**src/rtl/mips_cpu_muldiv_pkg.sv**
```systemverilog
`default_nettype none
// ============================================================================
// Module   : mips_cpu_muldiv_pkg
// Purpose  : Shared op codes, FSM state type and op-decode helpers for the
//            iterative multiply/divide sequencer.
// Revision : 1.0 - initial release
// ============================================================================
package mips_cpu_muldiv_pkg;

  // Op codes match the ALU control encoding used by decode
  localparam logic [3:0] OP_MULT  = 4'b0000;
  localparam logic [3:0] OP_MULTU = 4'b1001;
  localparam logic [3:0] OP_DIV   = 4'b1101;
  localparam logic [3:0] OP_DIVU  = 4'b1100;

  typedef enum logic [1:0] {
    IDLE = 2'd0,
    RUN  = 2'd1,
    FIX  = 2'd2
  } muldiv_state_t;

  function automatic logic op_is_valid(input logic [3:0] op);
    return (op == OP_MULT) || (op == OP_MULTU) || (op == OP_DIV) || (op == OP_DIVU);
  endfunction

  function automatic logic op_is_div(input logic [3:0] op);
    return (op == OP_DIV) || (op == OP_DIVU);
  endfunction

  function automatic logic op_is_signed(input logic [3:0] op);
    return (op == OP_MULT) || (op == OP_DIV);
  endfunction

endpackage
`default_nettype wire

```
**src/rtl/mips_cpu_muldiv_if.sv**
```systemverilog
`default_nettype none
// ============================================================================
// Module   : mips_cpu_muldiv_if
// Purpose  : Execute-stage bus between the CPU pipeline and the mul/div unit.
//            master = pipeline side, slave = mul/div sequencer.
// Revision : 1.0 - initial release
// ============================================================================
interface mips_cpu_muldiv_if #(
  parameter int WIDTH = 32
);
  logic             start;
  logic [3:0]       op;
  logic [WIDTH-1:0] op1;
  logic [WIDTH-1:0] op2;
  logic             cancel;
  logic             mthi;
  logic             mtlo;
  logic [WIDTH-1:0] wdata;
  logic             busy;
  logic             done;
  logic [WIDTH-1:0] hi;
  logic [WIDTH-1:0] lo;

  modport master (
    output start, op, op1, op2, cancel, mthi, mtlo, wdata,
    input  busy, done, hi, lo
  );

  modport slave (
    input  start, op, op1, op2, cancel, mthi, mtlo, wdata,
    output busy, done, hi, lo
  );
endinterface
`default_nettype wire

```
**src/rtl/mips_cpu_muldiv_step.sv**
```systemverilog
`default_nettype none
// ============================================================================
// Module   : mips_cpu_muldiv_step
// Purpose  : One combinational iteration of the mul/div loop.
//            Multiply: acc = {partial product, remaining multiplier bits};
//                      add operand on acc[0], then shift right (LSB first).
//            Divide  : acc = {remainder, remaining dividend bits};
//                      shift left, trial-subtract operand, restore on borrow.
// Revision : 1.0 - initial release
// ============================================================================
module mips_cpu_muldiv_step #(
  parameter int WIDTH = 32
) (
  input  wire logic               i_div,
  input  wire logic [2*WIDTH-1:0] i_acc,
  input  wire logic [WIDTH-1:0]   i_operand,
  output logic      [2*WIDTH-1:0] o_acc
);

  logic [WIDTH:0]   w_sum;
  logic [WIDTH:0]   w_shift_hi;
  logic             w_less;
  logic [WIDTH-1:0] w_diff;

  // Single shift-add or restoring-divide iteration
  always_comb begin
    w_sum      = {1'b0, i_acc[2*WIDTH-1:WIDTH]} + (i_acc[0] ? {1'b0, i_operand} : '0);
    // Shifted remainder needs one extra bit: remainder < divisor may use bit WIDTH-1
    w_shift_hi = i_acc[2*WIDTH-1:WIDTH-1];
    w_less     = (w_shift_hi < {1'b0, i_operand});
    // Only consumed when no borrow, so the result fits in WIDTH bits
    w_diff     = w_shift_hi[WIDTH-1:0] - i_operand;
    if (i_div) begin
      if (w_less) o_acc = {w_shift_hi[WIDTH-1:0], i_acc[WIDTH-2:0], 1'b0};
      else        o_acc = {w_diff, i_acc[WIDTH-2:0], 1'b1};
    end else begin
      o_acc = {w_sum, i_acc[WIDTH-1:1]};
    end
  end

endmodule
`default_nettype wire

```
**src/rtl/mips_cpu_muldiv_seq.sv**
```systemverilog
`default_nettype none
// ============================================================================
// Module   : mips_cpu_muldiv_seq
// Purpose  : Iterative MULT/MULTU/DIV/DIVU sequencer owning HI/LO.
//            Operates on magnitudes for WIDTH iterations, then applies sign
//            correction in one FIX cycle before writing HI/LO.
// Revision : 1.0 - initial release
// ============================================================================
module mips_cpu_muldiv_seq
  import mips_cpu_muldiv_pkg::*;
#(
  parameter int WIDTH = 32
) (
  input  wire logic          clk,
  input  wire logic          reset,
  mips_cpu_muldiv_if.slave   bus
);

  localparam int CW = $clog2(WIDTH);

  muldiv_state_t      r_state;
  muldiv_state_t      w_next;
  logic [CW-1:0]      r_count;
  logic [2*WIDTH-1:0] r_acc;
  logic [2*WIDTH-1:0] w_step_acc;
  logic [WIDTH-1:0]   r_operand;
  logic               r_div;
  logic               r_neg_q;   // product / quotient must be negated
  logic               r_neg_r;   // remainder takes the dividend's sign
  logic               r_div0;
  logic [WIDTH-1:0]   r_hi;
  logic [WIDTH-1:0]   r_lo;
  logic               r_done;

  logic               w_start;
  logic               w_sgn;
  logic [WIDTH-1:0]   w_mag1;
  logic [WIDTH-1:0]   w_mag2;
  logic [2*WIDTH-1:0] w_prod;
  logic [WIDTH-1:0]   w_quot;
  logic [WIDTH-1:0]   w_rem;
  logic [WIDTH-1:0]   w_res_hi;
  logic [WIDTH-1:0]   w_res_lo;

  assign w_start = bus.start && !bus.cancel && op_is_valid(bus.op);
  assign w_sgn   = op_is_signed(bus.op);
  assign w_mag1  = (w_sgn && bus.op1[WIDTH-1]) ? -bus.op1 : bus.op1;
  assign w_mag2  = (w_sgn && bus.op2[WIDTH-1]) ? -bus.op2 : bus.op2;

  mips_cpu_muldiv_step #(.WIDTH(WIDTH)) u_step (
    .i_div     (r_div),
    .i_acc     (r_acc),
    .i_operand (r_operand),
    .o_acc     (w_step_acc)
  );

  // Sign correction of the magnitude result. With a zero divisor the loop
  // leaves |op1| as remainder, so re-signing it restores op1 exactly.
  always_comb begin
    w_prod   = r_neg_q ? -r_acc : r_acc;
    w_quot   = r_div0 ? '1 : (r_neg_q ? -r_acc[WIDTH-1:0] : r_acc[WIDTH-1:0]);
    w_rem    = r_neg_r ? -r_acc[2*WIDTH-1:WIDTH] : r_acc[2*WIDTH-1:WIDTH];
    w_res_hi = r_div ? w_rem  : w_prod[2*WIDTH-1:WIDTH];
    w_res_lo = r_div ? w_quot : w_prod[WIDTH-1:0];
  end

  // Next-state logic: IDLE -> RUN -> FIX -> IDLE, cancel aborts to IDLE
  always_comb begin
    w_next = r_state;
    case (r_state)
      IDLE:    if (w_start) w_next = RUN;
      RUN:     if (bus.cancel) w_next = IDLE;
               else if (r_count == CW'(WIDTH - 1)) w_next = FIX;
      FIX:     w_next = IDLE;
      default: w_next = IDLE;
    endcase
  end

  // State register
  always_ff @(posedge clk or posedge reset) begin
    if (reset) r_state <= IDLE;
    else       r_state <= w_next;
  end

  // Operand capture on issue and one loop iteration per RUN cycle
  always_ff @(posedge clk or posedge reset) begin
    if (reset) begin
      r_acc     <= '0;
      r_count   <= '0;
      r_operand <= '0;
      r_div     <= 1'b0;
      r_neg_q   <= 1'b0;
      r_neg_r   <= 1'b0;
      r_div0    <= 1'b0;
    end else if (r_state == IDLE) begin
      if (w_start) begin
        // Low half of acc is preloaded with the bits the loop consumes
        r_acc     <= {{WIDTH{1'b0}}, op_is_div(bus.op) ? w_mag1 : w_mag2};
        r_operand <= op_is_div(bus.op) ? w_mag2 : w_mag1;
        r_div     <= op_is_div(bus.op);
        r_neg_q   <= w_sgn && (bus.op1[WIDTH-1] ^ bus.op2[WIDTH-1]);
        r_neg_r   <= w_sgn && bus.op1[WIDTH-1];
        r_div0    <= op_is_div(bus.op) && (bus.op2 == '0);
        r_count   <= '0;
      end
    end else if (r_state == RUN && !bus.cancel) begin
      r_acc   <= w_step_acc;
      r_count <= r_count + 1'b1;
    end
  end

  // HI/LO: MTHI/MTLO in IDLE, op result at end of FIX, done pulse follows
  always_ff @(posedge clk or posedge reset) begin
    if (reset) begin
      r_hi   <= '0;
      r_lo   <= '0;
      r_done <= 1'b0;
    end else begin
      r_done <= 1'b0;
      if (r_state == IDLE && !bus.cancel) begin
        if (bus.mthi) r_hi <= bus.wdata;
        if (bus.mtlo) r_lo <= bus.wdata;
      end else if (r_state == FIX && !bus.cancel) begin
        r_hi   <= w_res_hi;
        r_lo   <= w_res_lo;
        r_done <= 1'b1;
      end
    end
  end

  assign bus.busy = (r_state != IDLE);
  assign bus.done = r_done;
  assign bus.hi   = r_hi;
  assign bus.lo   = r_lo;

endmodule
`default_nettype wire

```
**src/flat_wrapper.sv**
```systemverilog
// flat-port wrapper written by rule: the top's interface ports become plain ports
module mips_cpu_muldiv_seq_flat import mips_cpu_muldiv_pkg::*;
#(
  parameter int WIDTH = 32
)
  (clk, reset, bus_start, bus_op, bus_op1, bus_op2, bus_cancel, bus_mthi, bus_mtlo, bus_wdata, bus_busy, bus_done, bus_hi, bus_lo);
  mips_cpu_muldiv_if #(.WIDTH(WIDTH)) bus_i ();
  input  wire logic clk;
  input  wire logic reset;
  input wire logic [$bits(bus_i.start)-1:0] bus_start;
  input wire logic [$bits(bus_i.op)-1:0] bus_op;
  input wire logic [$bits(bus_i.op1)-1:0] bus_op1;
  input wire logic [$bits(bus_i.op2)-1:0] bus_op2;
  input wire logic [$bits(bus_i.cancel)-1:0] bus_cancel;
  input wire logic [$bits(bus_i.mthi)-1:0] bus_mthi;
  input wire logic [$bits(bus_i.mtlo)-1:0] bus_mtlo;
  input wire logic [$bits(bus_i.wdata)-1:0] bus_wdata;
  output wire logic [$bits(bus_i.busy)-1:0] bus_busy;
  output wire logic [$bits(bus_i.done)-1:0] bus_done;
  output wire logic [$bits(bus_i.hi)-1:0] bus_hi;
  output wire logic [$bits(bus_i.lo)-1:0] bus_lo;
  assign bus_i.start = bus_start;
  assign bus_i.op = bus_op;
  assign bus_i.op1 = bus_op1;
  assign bus_i.op2 = bus_op2;
  assign bus_i.cancel = bus_cancel;
  assign bus_i.mthi = bus_mthi;
  assign bus_i.mtlo = bus_mtlo;
  assign bus_i.wdata = bus_wdata;
  assign bus_busy = bus_i.busy;
  assign bus_done = bus_i.done;
  assign bus_hi = bus_i.hi;
  assign bus_lo = bus_i.lo;
  mips_cpu_muldiv_seq #(.WIDTH(WIDTH)) u_core (.clk(clk), .reset(reset), .bus(bus_i));
endmodule
```
**config.mk**
```make
export PLATFORM = sky130hd
export DESIGN_NAME = mips_cpu_muldiv_seq_flat
export DESIGN_NICKNAME = d
export VERILOG_FILES = /design/src/rtl/mips_cpu_muldiv_pkg.sv /design/src/rtl/mips_cpu_muldiv_if.sv /design/src/rtl/mips_cpu_muldiv_step.sv /design/src/rtl/mips_cpu_muldiv_seq.sv /design/src/flat_wrapper.sv
export SDC_FILE = /design/constraint.sdc
export NUM_CORES = 1
export LEC_CHECK = 0
export CAP_MARGIN = 10
export CORE_ASPECT_RATIO = 1.1
export CORE_MARGIN = 2
export CORE_UTILIZATION = 32
export DETAILED_ROUTE_END_ITERATION = 16
export PLACE_DENSITY = 0.48
export REMOVE_ABC_BUFFERS = 1
export SLEW_MARGIN = 5
export SYNTH_ARGS = -nofsm -noshare
export SYNTH_HDL_FRONTEND = slang
export SYNTH_SLANG_ARGS = --single-unit
```
**constraint.sdc**
```tcl
create_clock -name clk -period 8.2 [get_ports clk]
set_input_delay 0.82 -clock clk [delete_from_list [all_inputs] [get_ports clk]]
set_output_delay 0.82 -clock clk [all_outputs]
set_load 0.05 [all_outputs]
```
==> impl_metrics.json, run 1 <==
{
  "regToRegSetupSlack_ns": 3.89,
  "synthFlopType": "dfrtp_1",
  "worstHoldEndpoint": "u_core.bus.hi[11]",
  "crit_fanout": 13,
  "cts_resized": 0,
  "synth_cell_types": 78,
  "maxCapViolCount": 0,
  "worstPathCellList": "ha_1 -> nor2b_1 -> o31ai_1 -> o21ai_1 -> a21o_1 -> a211oi_1 -> nor3_1 -> o211ai_1 -> buf_4 -> nand2_1 -> buf_4 -> a311oi_1 -> o21ai_0",
  "overflow": 0,
  "gp_congestion": 0.9492,
  "cts_setup_buffers": 0,
  "min_path_cells": 2,
  "detail_route.vias_per_cell": 5.621,
  "regArea_um2": 4305,
  "ys_warn_count": 0,
  "core-area_um2": 45350,
  "synth_edf_count": 0,
  "setup_tns_ns": 0,
  "htreeDepth": 4,
  "die_y_um": 228.1,
  "routed_wl_um": 57540,
  "ir_drop_v": 0.0001469,
  "p_per_area_nw_per_um2": 337.4,
  "die_w_um": 207.7,
  "first_pass_iters": 5,
  "setup.worst_path.end_class": "flop",
  "syn_to_final_growth_pct": 19.55,
  "path_clk_slew_ns": 0.08,
  "io-pin-count": 172,
  "drive_gt1_frac": 0.04520,
  "critPathArrivalTime_ns": 4.66,
  "dieArea_um2": 47370,
  "clock-sinks": 172,
  "max_stage_delay_ns": 0.57,
  "hold_path_class": "flop to flop",
  "fin_cells": 2580,
  "rr_endpoint": "u_core.r_acc[39]",
  "worst-setup-path-type": "flop to flop",
  "antenna_found_initial": 0,
  "wire_per_inst_um": 22.30,
  "clock-root-buffer": "clkbuf_16",
  "rsz0062_at_grt": "false",
  "numCtsBuffers": 17,
  "final_common_cell": "nand2_1",
  "ys_ff_latch": 172,
  "clock_skew_ns": 0.01304,
  "leakage_uw": 0.007177,
  "worst_r2r_path_depth": 13,
  "yosysSeqAreaShare": 0.2947,
  "num-nets-final": 2156,
  "yosys.area.top_type": "dfrtp_1",
  "synth_top_area_frac": 0.2947,
  "dp_hpwl_um": 43140,
  "n_fill_cell": 4747,
  "grt_usage": 0.2421,
  "hold_path_startpoint": "u_core.bus.hi[11]",
  "synthCells": 1879,
  "ant_nets": 0,
  "rows": 82,
  "crit_path_top_delay_cell": "dfrtp_1",
  "holdBufCountCts": 0,
  "syn_area_per_cell_um2": 7.774,
  "clockBufferDepth": 2,
  "critPathLaunchType": "flop",
  "fin_total_pwr_uw": 5892,
  "fin_crit_sh": 0.5258,
  "vias": 14500,
  "max_freq_ghz": 0.2319,
  "dp_cells": 2547,
  "drc": 0,
  "max_slew.worst_pin.slew_ns": 1.128,
  "status": "finished clean",
  "slew_headroom": 0.2472,
  "grt_pass1_vias": 13970,
  "final_max_slew_viol_count": 0,
  "grt_max_degree": 116,
  "synthArstFlopShare": 1.000,
  "grt_pass1_wl_um": 87660,
  "hold_ws_ns": 0.4813,
  "clock_latency_ns": 0.51,
  "initial_core_util": 0.3221,
  "worst_path_most_repeated_cell": "buf_4",
  "fin_crit_ns": 4.312,
  "syn_area_um2": 14610,
  "hold_viol_final": 0,
  "drt_iter0_markers": 1172,
  "cts_tree": "done",
  "multiInputGateArea_um2": 9676,
  "final_cell_mix": "nand2_1 (230), o21ai_0 (209), clkdlybuf4s50_1 (171), dfrtp_1 (171), nor2_1 (154)",
  "io_buffer_count": 171,
  "post-route-util": 0.3851,
  "finalSetupViolations": 0,
  "required_ns": 8.54,
  "rr_startpoint": "u_core.r_acc[32]",
  "synth_area_leaders": "dfrtp_1 (29%), o21ai_0 (7.2%), ha_1 (6.0%)"
}
-- how the worst max path moves through the flow --
stage	startpoint	endpoint	depth (start not counted)
after floorplan	reset	u_core.bus.done	1
after global placement	bus_op2[12]	u_core.r_operand[30]	10
after detailed placement	bus_op2[10]	u_core.r_operand[30]	10
after CTS	u_core.r_acc[32]	u_core.r_acc[39]	13
after global routing	u_core.r_acc[32]	u_core.r_acc[39]	13
final	u_core.r_acc[32]	u_core.r_acc[39]	13
-- synth_stat cells, drive strengths merged, types with 3 or more instances --
library cell    n
o21ai         233
nand2         232
dfrtp         172
nor2          157
a21oi         140
xnor2         100
clkbuf         98
xor2           72
nand3          71
ha             70
inv            60
mux2i          46
nor3           37
o221ai         33
a21o           29
o22ai          28
o31ai          28
o211ai         18
buf            17
nor4           17
o41ai          17
or3            17
a22oi          16
a211oi         15
nand2b         15
nor2b          15
a31oi          11
o21a           10
or4            10
nand4           8
and3            7
and2            6
nand3b          6
o21bai          6
o31a            6
a221oi          5
or2             5
nor4b           4
a21boi          3
a311o           3
a311oi          3
a41oi           3
and4            3
nor3b           3
-- critical path, delay by kind of cell (launching register included) --
kind | cells | cell delay, ns
fa+ha+maj | 1 | 0.30
simple gates | 3 | 0.62
flops | 1 | 0.57
compound gates | 7 | 2.04
buf+inv | 2 | 0.61
-- report_power, final --
part | switching, uW | leakage (uW) | total, uW | internal [uW]
combinational | 2110 | 0.00471 | 3470 | 1360
clock | 427 | 0.000299 | 897 | 470
sequential | 422 | 0.00217 | 1530 | 1100
-- registers in the layout, indices dropped and copies added (netlist names), 2 cells and up --
| register | cells |
|---|---|
| u_core.r_state | 2 |
| u_core.bus.hi | 32 |
| u_core.r_operand | 32 |
| u_core.bus.lo | 32 |
| u_core.r_acc | 64 |
| u_core.r_count | 5 |
-- cell type report --
class / instances / area share
Antenna cell: 1 / 0.0001433
Clock buffer: 19 / 0.02537
Clock inverter: 13 / 0.01003
Inverter: 60 / 0.01333
Multi-Input combinational cell: 1532 / 0.5541
Sequential cell: 172 / 0.2466
Tap cell: 588 / 0.04213
Timing Repair Buffer: 195 / 0.1083
-- layer usage --
layer / share of wire / global-route usage / vias to the layer above
li1: - / - / 7015
met1: 0.45 / 0.3205 / 7009
met2: 0.48 / 0.4048 / 416
met3: 0.047 / 0.04116 / 63
met4: 0.021 / 0.06981 / 0
met5: 0 / 0 / -
-- cells by family (layout without fill, tap and decap cells) --
| kind of cell | Yosys count | count (layout) | synth area share |
|---|---|---|---|
| buffers and inverters | 175 | 287 | 0.04626 |
| AOI/OAI and AO/OA | 621 | 621 | 0.2631 |
| DFF | 172 | 172 | 0.2947 |
| other | 0 | 1 | 0 |
| xor gates and xnor gates | 172 | 172 | 0.1031 |
| muxes | 46 | 46 | 0.03152 |
| and+or+nand+nor | 621 | 621 | 0.1986 |
| adders and majority gates | 72 | 72 | 0.06270 |
-- metrics by stage --
stage / area [um^2] / setup WS, ns
floorplan: 14160 / 2.720
detailed placement: 16840 / 3.874
finish: 17460 / 3.888
global placement: 16840 / 3.929
CTS: 17460 / 3.952
global route: 17460 / 3.545
Note: power is estimated with default switching activity, not from simulation.
==> run 2, diff against run 1 <==
--- a/config.mk
+++ b/config.mk
@@ -10,7 +10,7 @@
 export CORE_MARGIN = 2
 export CORE_UTILIZATION = 32
 export DETAILED_ROUTE_END_ITERATION = 16
-export PLACE_DENSITY = 0.48
+export PLACE_DENSITY = 0.49
 export REMOVE_ABC_BUFFERS = 1
 export SLEW_MARGIN = 5
 export SYNTH_ARGS = -nofsm -noshare
==> constraint.sdc (replaced) <==
create_clock -name clk -period 3.72 [get_ports clk]
set_input_delay 0.372 -clock clk [delete_from_list [all_inputs] [get_ports clk]]
set_output_delay 0.372 -clock clk [all_outputs]
set_load 0.05 [all_outputs]
==> run 2 against run 1 <==
Compared with the run above: wire length is 2.3% higher; clock power is 110% higher; flip-flop and latch count stayed put; core utilization is 1.8 points higher; sequential power is 100% higher; worst hold slack worse by 0.10 ns; register-to-register slack worse by 3.7 ns; fmax is 24% higher; die area stayed put; first-iteration DRC count is 13% lower; largest power group unchanged; sequential share of layout area is 1.1 points lower; clock-buffer cell count is 1 higher.
==> impl_metrics.json, run 2 (synthesized netlist as in run 1, its figures left out) <==
{
  "core-area_um2": 45350,
  "crit_fanout": 9,
  "max_slew.worst_pin.slew_ns": 0.8385,
  "drc": 0,
  "swShare": 0.4903,
  "drive_gt1_frac": 0.09104,
  "grt_usage": 0.2459,
  "critPathArrivalTime_ns": 3.84,
  "setup_tns_ns": 0,
  "p_sw_uw": 6667,
  "path_clk_slew_ns": 0.07,
  "required_ns": 4.08,
  "wire_per_inst_um": 22.07,
  "clkPwrFrac": 0.139,
  "slew_headroom": 0.4390,
  "initial_core_util": 0.3221,
  "grt_max_degree": 84,
  "hold_viol_final": 0,
  "cts_tree": "done",
  "drt_iter0_markers": 1018,
  "vias": 15030,
  "syn_to_final_growth_pct": 25.07,
  "setup.worst_path.end_class": "flop",
  "detail_route.vias_per_cell": 5.638,
  "die_y_um": 228.1,
  "overflow": 0,
  "die_w_um": 207.7,
  "fin_crit_sh": 0.9362,
  "ant_nets": 0,
  "first_pass_iters": 5,
  "post-route-util": 0.4029,
  "status": "finished clean",
  "io_buffer_count": 171,
  "max_stage_delay_ns": 0.45,
  "fin_crit_ns": 3.483,
  "fin_total_pwr_uw": 13600,
  "grt_pass1_vias": 14680,
  "antenna_found_initial": 1,
  "clock-root-buffer": "clkbuf_16",
  "maxCapViolCount": 0,
  "hold_path_class": "input port to asynchronous set/reset pin",
  "final_max_slew_viol_count": 0,
  "ir_drop_v": 0.0003665,
  "final_cell_mix": "nand2_1 (230), o21ai_0 (207), clkdlybuf4s50_1 (171), dfrtp_1 (171), nor2_1 (153)",
  "cts_setup_buffers": 0,
  "largest_reg_flops": 64,
  "worst-setup-path-type": "flop to flop",
  "clock_skew_ns": 0.01484,
  "routed_wl_um": 58850,
  "critPathLaunchType": "flop",
  "clock-sinks": 172,
  "dp_cells": 2632,
  "p_comb_frac": 0.636,
  "final_common_cell": "nand2_1",
  "clock_latency_ns": 0.47,
  "p_seq_frac": 0.225,
  "num-nets-final": 2241,
  "internal-power_uw": 6931,
  "leakage_uw": 0.007672,
  "finalSetupViolations": 0,
  "dieArea_um2": 47370,
  "crit_path_top_delay_cell": "dfrtp_1",
  "largest-register": "u_core.r_acc",
  "dp_hpwl_um": 45690,
  "worstPathCellList": "inv_1 -> buf_4 -> nor2_1 -> ha_1 -> o21a_1 -> o31ai_2 -> a21oi_1 -> a211oi_2 -> a21oi_2 -> o41a_1 -> a221oi_2 -> xor2_1 -> o31ai_1 -> a31o_2",
  "clockBufferDepth": 2,
  "fin_cells": 2666,
  "rows": 82,
  "io-pin-count": 172,
  "p_per_area_nw_per_um2": 744.3,
  "gp_congestion": 0.9368,
  "max_freq_ghz": 0.2871,
  "grt_pass1_wl_um": 89810,
  "htreeDepth": 4,
  "numCtsBuffers": 17
}
[run 2: cell types whose count changed in the layout (fill, tap and decap cells not counted), sizes merged]
cell / delta
buf: +85
clkbuf: +1
clkinv: +3
diode: +1
inv: -4
[run 2: layout make-up]
type                            count  area (um^2)
Clock inverter                     12        135.1
Inverter                           60        230.2
Clock buffer                       20        456.7
Fill cell                        4767        27080
Tap cell                          588        735.7
Sequential cell                   172         4305
Timing Repair Buffer              280         2625
Antenna cell                        2        5.005
Multi-Input combinational cell   1532         9776
[run 2: what timing repair did]
item / in CTS / in global routing
endpoints found under the hold margin: 0 / 0
gates resized for setup: 2 / 19
hold buffers: 0 / 0
endpoints found under the setup margin: 1 / 12
pin swaps: 0 / 4
[run 2: critical path, delay by kind of cell, from the launching register on]
kind	cells	cell delay (ns)
buffers and inverters	2	0.36
adder cells (fa/ha/maj)	1	0.33
AO/OA/AOI/OAI	9	1.97
AND/OR/NAND/NOR	1	0.07
flip-flops	1	0.45
XOR/XNOR	1	0.20
[run 2: worst paths after layout]
| path | startpoint | to | slack [ns] | depth (start not counted) |
|---|---|---|---|---|
| worst max-delay path | u_core.r_acc[0] | u_core.r_acc[57] | 0.24 | 14 |
| worst min-delay path | reset | u_core.bus.hi[23] | 0.38 | 2 |
| worst max register to register | u_core.r_acc[0] | u_core.r_acc[57] | 0.24 | 14 |
| worst min register to register | u_core.bus.lo[26] | u_core.bus.lo[26] | 0.48 | 2 |
| max in group asynchronous | reset | u_core.r_acc[4] | 2.59 | 3 |
| min in group clk | u_core.bus.lo[26] | u_core.bus.lo[26] | 0.48 | 2 |
[run 2: metrics by stage]
stage | instance area [um^2] | hold WS [ns] | setup WS, ns
global route | 18270 | 0.4390 | -0.02152
floorplan | 14160 | 0.4498 | -1.312
detailed placement | 17560 | 0.4694 | 0.03407
finish | 18270 | 0.3792 | 0.2372
CTS | 18170 | 0.4062 | 0.06507
global placement | 17560 | 0.4634 | 0.06970
[run 2: power by group through the flow]
stage	logic, uW	clock network (uW)	registers [uW]
after floorplan	4690	0	3800
after global placement	8470	0	3080
after detailed placement	8490	0	3090
after CTS	8540	1950	3060
after global routing	9430	2010	3130
final	8650	1890	3060
[run 2: per-layer routing]
metal | routed length (um) | up-vias | global-route usage | part of all wire
li1 | - | 7178 | - | -
met1 | 25930 | 7309 | 0.3239 | 0.44
met2 | 28210 | 457 | 0.4108 | 0.48
met3 | 2744 | 88 | 0.03001 | 0.047
met4 | 1959 | 0 | 0.09552 | 0.033
met5 | 0 | - | 0 | 0
==> run 3, diff against run 2 <==
==> constraint.sdc (replaced) <==
create_clock -name clk -period 3.1 [get_ports clk]
set_input_delay 0.31 -clock clk [delete_from_list [all_inputs] [get_ports clk]]
set_output_delay 0.31 -clock clk [all_outputs]
set_load 0.05 [all_outputs]
==> run 3 against run 2 <==
Compared with the run above: the run now ends with setup timing left; sequential power is 14% higher; die area stayed put; clock-buffer cell count is 3 higher; wire length is 6.8% higher; register-to-register slack worse by 0.34 ns; non-clock buffer count is 271 higher; first-iteration DRC count is 19% higher; combinational power is 61% higher; core utilization is 7.2 points higher; critical path type unchanged; largest cell class unchanged; highest routed layer unchanged.
==> impl_metrics.json, run 3 (synthesized netlist as in run 1, its figures left out) <==
{
  "worst_path_most_repeated_cell": "buf_4",
  "core-area_um2": 45350,
  "io_buffer_count": 171,
  "worst_slack_ns": -0.1063,
  "critPathArrivalTime_ns": 3.55,
  "hold_viol_final": 0,
  "fin_crit_sh": 1.034,
  "io-pin-count": 172,
  "worstPathCellList": "ha_2 -> inv_2 -> fa_2 -> a211oi_4 -> o21ai_4 -> or3b_4 -> a2111oi_4 -> buf_4 -> o21bai_4 -> a21oi_2 -> nor3_1 -> buf_4 -> nor4b_2 -> nor4_1 -> o31ai_1",
  "holdBufCountCts": 0,
  "fin_crit_ns": 3.206,
  "rr_endpoint": "u_core.r_acc[60]",
  "fin_total_pwr_uw": 19930,
  "drc": 0,
  "grt_usage": 0.2622,
  "htreeDepth": 4,
  "dp_hpwl_um": 48360,
  "crit_fanout": 3,
  "cts_tree": "done",
  "clock_latency_ns": 0.47,
  "max_freq_ghz": 0.3119,
  "antenna_found_initial": 0,
  "clock-root-buffer": "clkbuf_16",
  "die_y_um": 228.1,
  "final_max_slew_viol_count": 0,
  "finalSetupViolations": 10,
  "required_ns": 3.44,
  "gp_congestion": 0.9287,
  "clock-sinks": 172,
  "drive_gt1_frac": 0.2598,
  "leakage_uw": 0.009253,
  "p_per_area_nw_per_um2": 925.8,
  "path_clk_slew_ns": 0.07,
  "syn_to_final_growth_pct": 47.34,
  "ir_drop_v": 0.0004222,
  "num-nets-final": 2513,
  "n_fill_cell": 4491,
  "detail_route.vias_per_cell": 5.509,
  "first_pass_iters": 6,
  "largest_reg_flops": 64,
  "final_common_cell": "buf_4",
  "clock_skew_ns": 0.008210,
  "clockBufferDepth": 2,
  "grt_pass1_vias": 15770,
  "die_w_um": 207.7,
  "initial_core_util": 0.3221,
  "violations": "setup timing",
  "rsz0062_at_grt": "true",
  "overflow": 0,
  "slew_headroom": 0.2564,
  "dieArea_um2": 47370,
  "status": "finished with violations",
  "numCtsBuffers": 17,
  "wire_per_inst_um": 21.40,
  "critPathLaunchType": "flop",
  "maxCapViolCount": 0,
  "ant_nets": 0,
  "regToRegSetupSlack_ns": -0.11,
  "vias": 16180,
  "worst-setup-path-type": "flop to flop",
  "hold_path_class": "input port to asynchronous set/reset pin",
  "grt_pass1_wl_um": 96320,
  "final_cell_mix": "buf_4 (350), nand2_1 (223), o21ai_0 (178)",
  "setup.worst_path.end_class": "flop",
  "worst_r2r_path_depth": 15,
  "drt_iter0_markers": 1210,
  "crit_path_top_delay_cell": "or3b_4",
  "grt_max_degree": 65,
  "max_stage_delay_ns": 0.43,
  "rows": 82,
  "largest-register": "u_core.r_acc",
  "diodes": 0,
  "rr_startpoint": "u_core.r_operand[0]",
  "max_slew.worst_pin.slew_ns": 1.114,
  "routed_wl_um": 62830,
  "hold_ws_ns": 0.2862
}
-- run 3: cell types whose count changed in the layout (fill, tap and decap cells not counted), sizes merged, moves of 2 or more --
cell	previous run	this run
inv	63	60
diode	2	0
clkinv	6	4
bufinv	2	5
clkbuf	20	23
buf	109	380
-- run 3: critical path, delay by kind of cell, from the launching register on --
family / cells / cell delay [ns]
buffers and inverters: 3 / 0.40
AO/OA/AOI/OAI: 6 / 0.93
adder cells (fa/ha/maj): 2 / 0.42
AND/OR/NAND/NOR: 4 / 0.93
flip-flops: 1 / 0.40
-- run 3: timing repair --
item | CTS | global route
pin swaps | 66 | 80
resized for setup | 159 | 107
setup buffers | 29 | 16
cloned | 1 | 0
endpoints found under the setup margin | 53 | 62
-- run 3: stage by stage --
step	setup slack, ns	instances	TNS (ns)	utilization	instance area (um^2)
2_1_floorplan	-1.870	1764	-384.54	-	14160
3_3_place_gp	-0.5447	2860	-14.47	0.4262	19330
3_5_place_dp	-0.5947	2860	-18.39	0.4262	19330
4_1_cts	-0.07853	2922	-0.2835	0.4624	20970
5_1_grt	-0.2370	2936	-3.397	0.4746	21520
6_report	-0.1063	2936	-0.4110	0.4746	21520
-- run 3: layer usage --
metal	vias to the layer above	share of wire	wire length [um]	track usage
met5	-	0	0	0
met4	0	0.027	1725	0.07580
met3	78	0.053	3322	0.03442
met2	521	0.48	30070	0.4350
met1	7868	0.44	27720	0.3564
li1	7708	-	-	-
-- run 3: how the worst max path moves through the flow --
stage / endpoint / start / slack [ns]
finish: u_core.r_acc[60] / u_core.r_operand[0] / -0.11
global route: u_core.r_acc[60] / u_core.r_acc[31] / -0.24
CTS: u_core.r_acc[60] / u_core.r_operand[0] / -0.08
detailed placement: u_core.r_acc[58] / u_core.r_acc[0] / -0.59
global placement: u_core.r_acc[58] / u_core.r_acc[0] / -0.54
floorplan: u_core.bus.done / reset / -1.87
-- run 3: power by group --
part           switching [uW]  internal (uW)  total [uW]
combinational            7600           6310       13900
sequential                545           2930        3480
clock                    1010           1520        2530
-- run 3: layout make-up --
cell class | count | area [um^2] | area share
clock buffer | 23 | 488.0 | 0.02267
clock inverter | 9 | 181.4 | 0.008430
inverter | 60 | 230.2 | 0.01070
multi-input combinational | 1533 | 10790 | 0.5012
sequential | 172 | 4305 | 0.2000
tap | 588 | 735.7 | 0.03418
timing repair buffer | 551 | 4793 | 0.2227
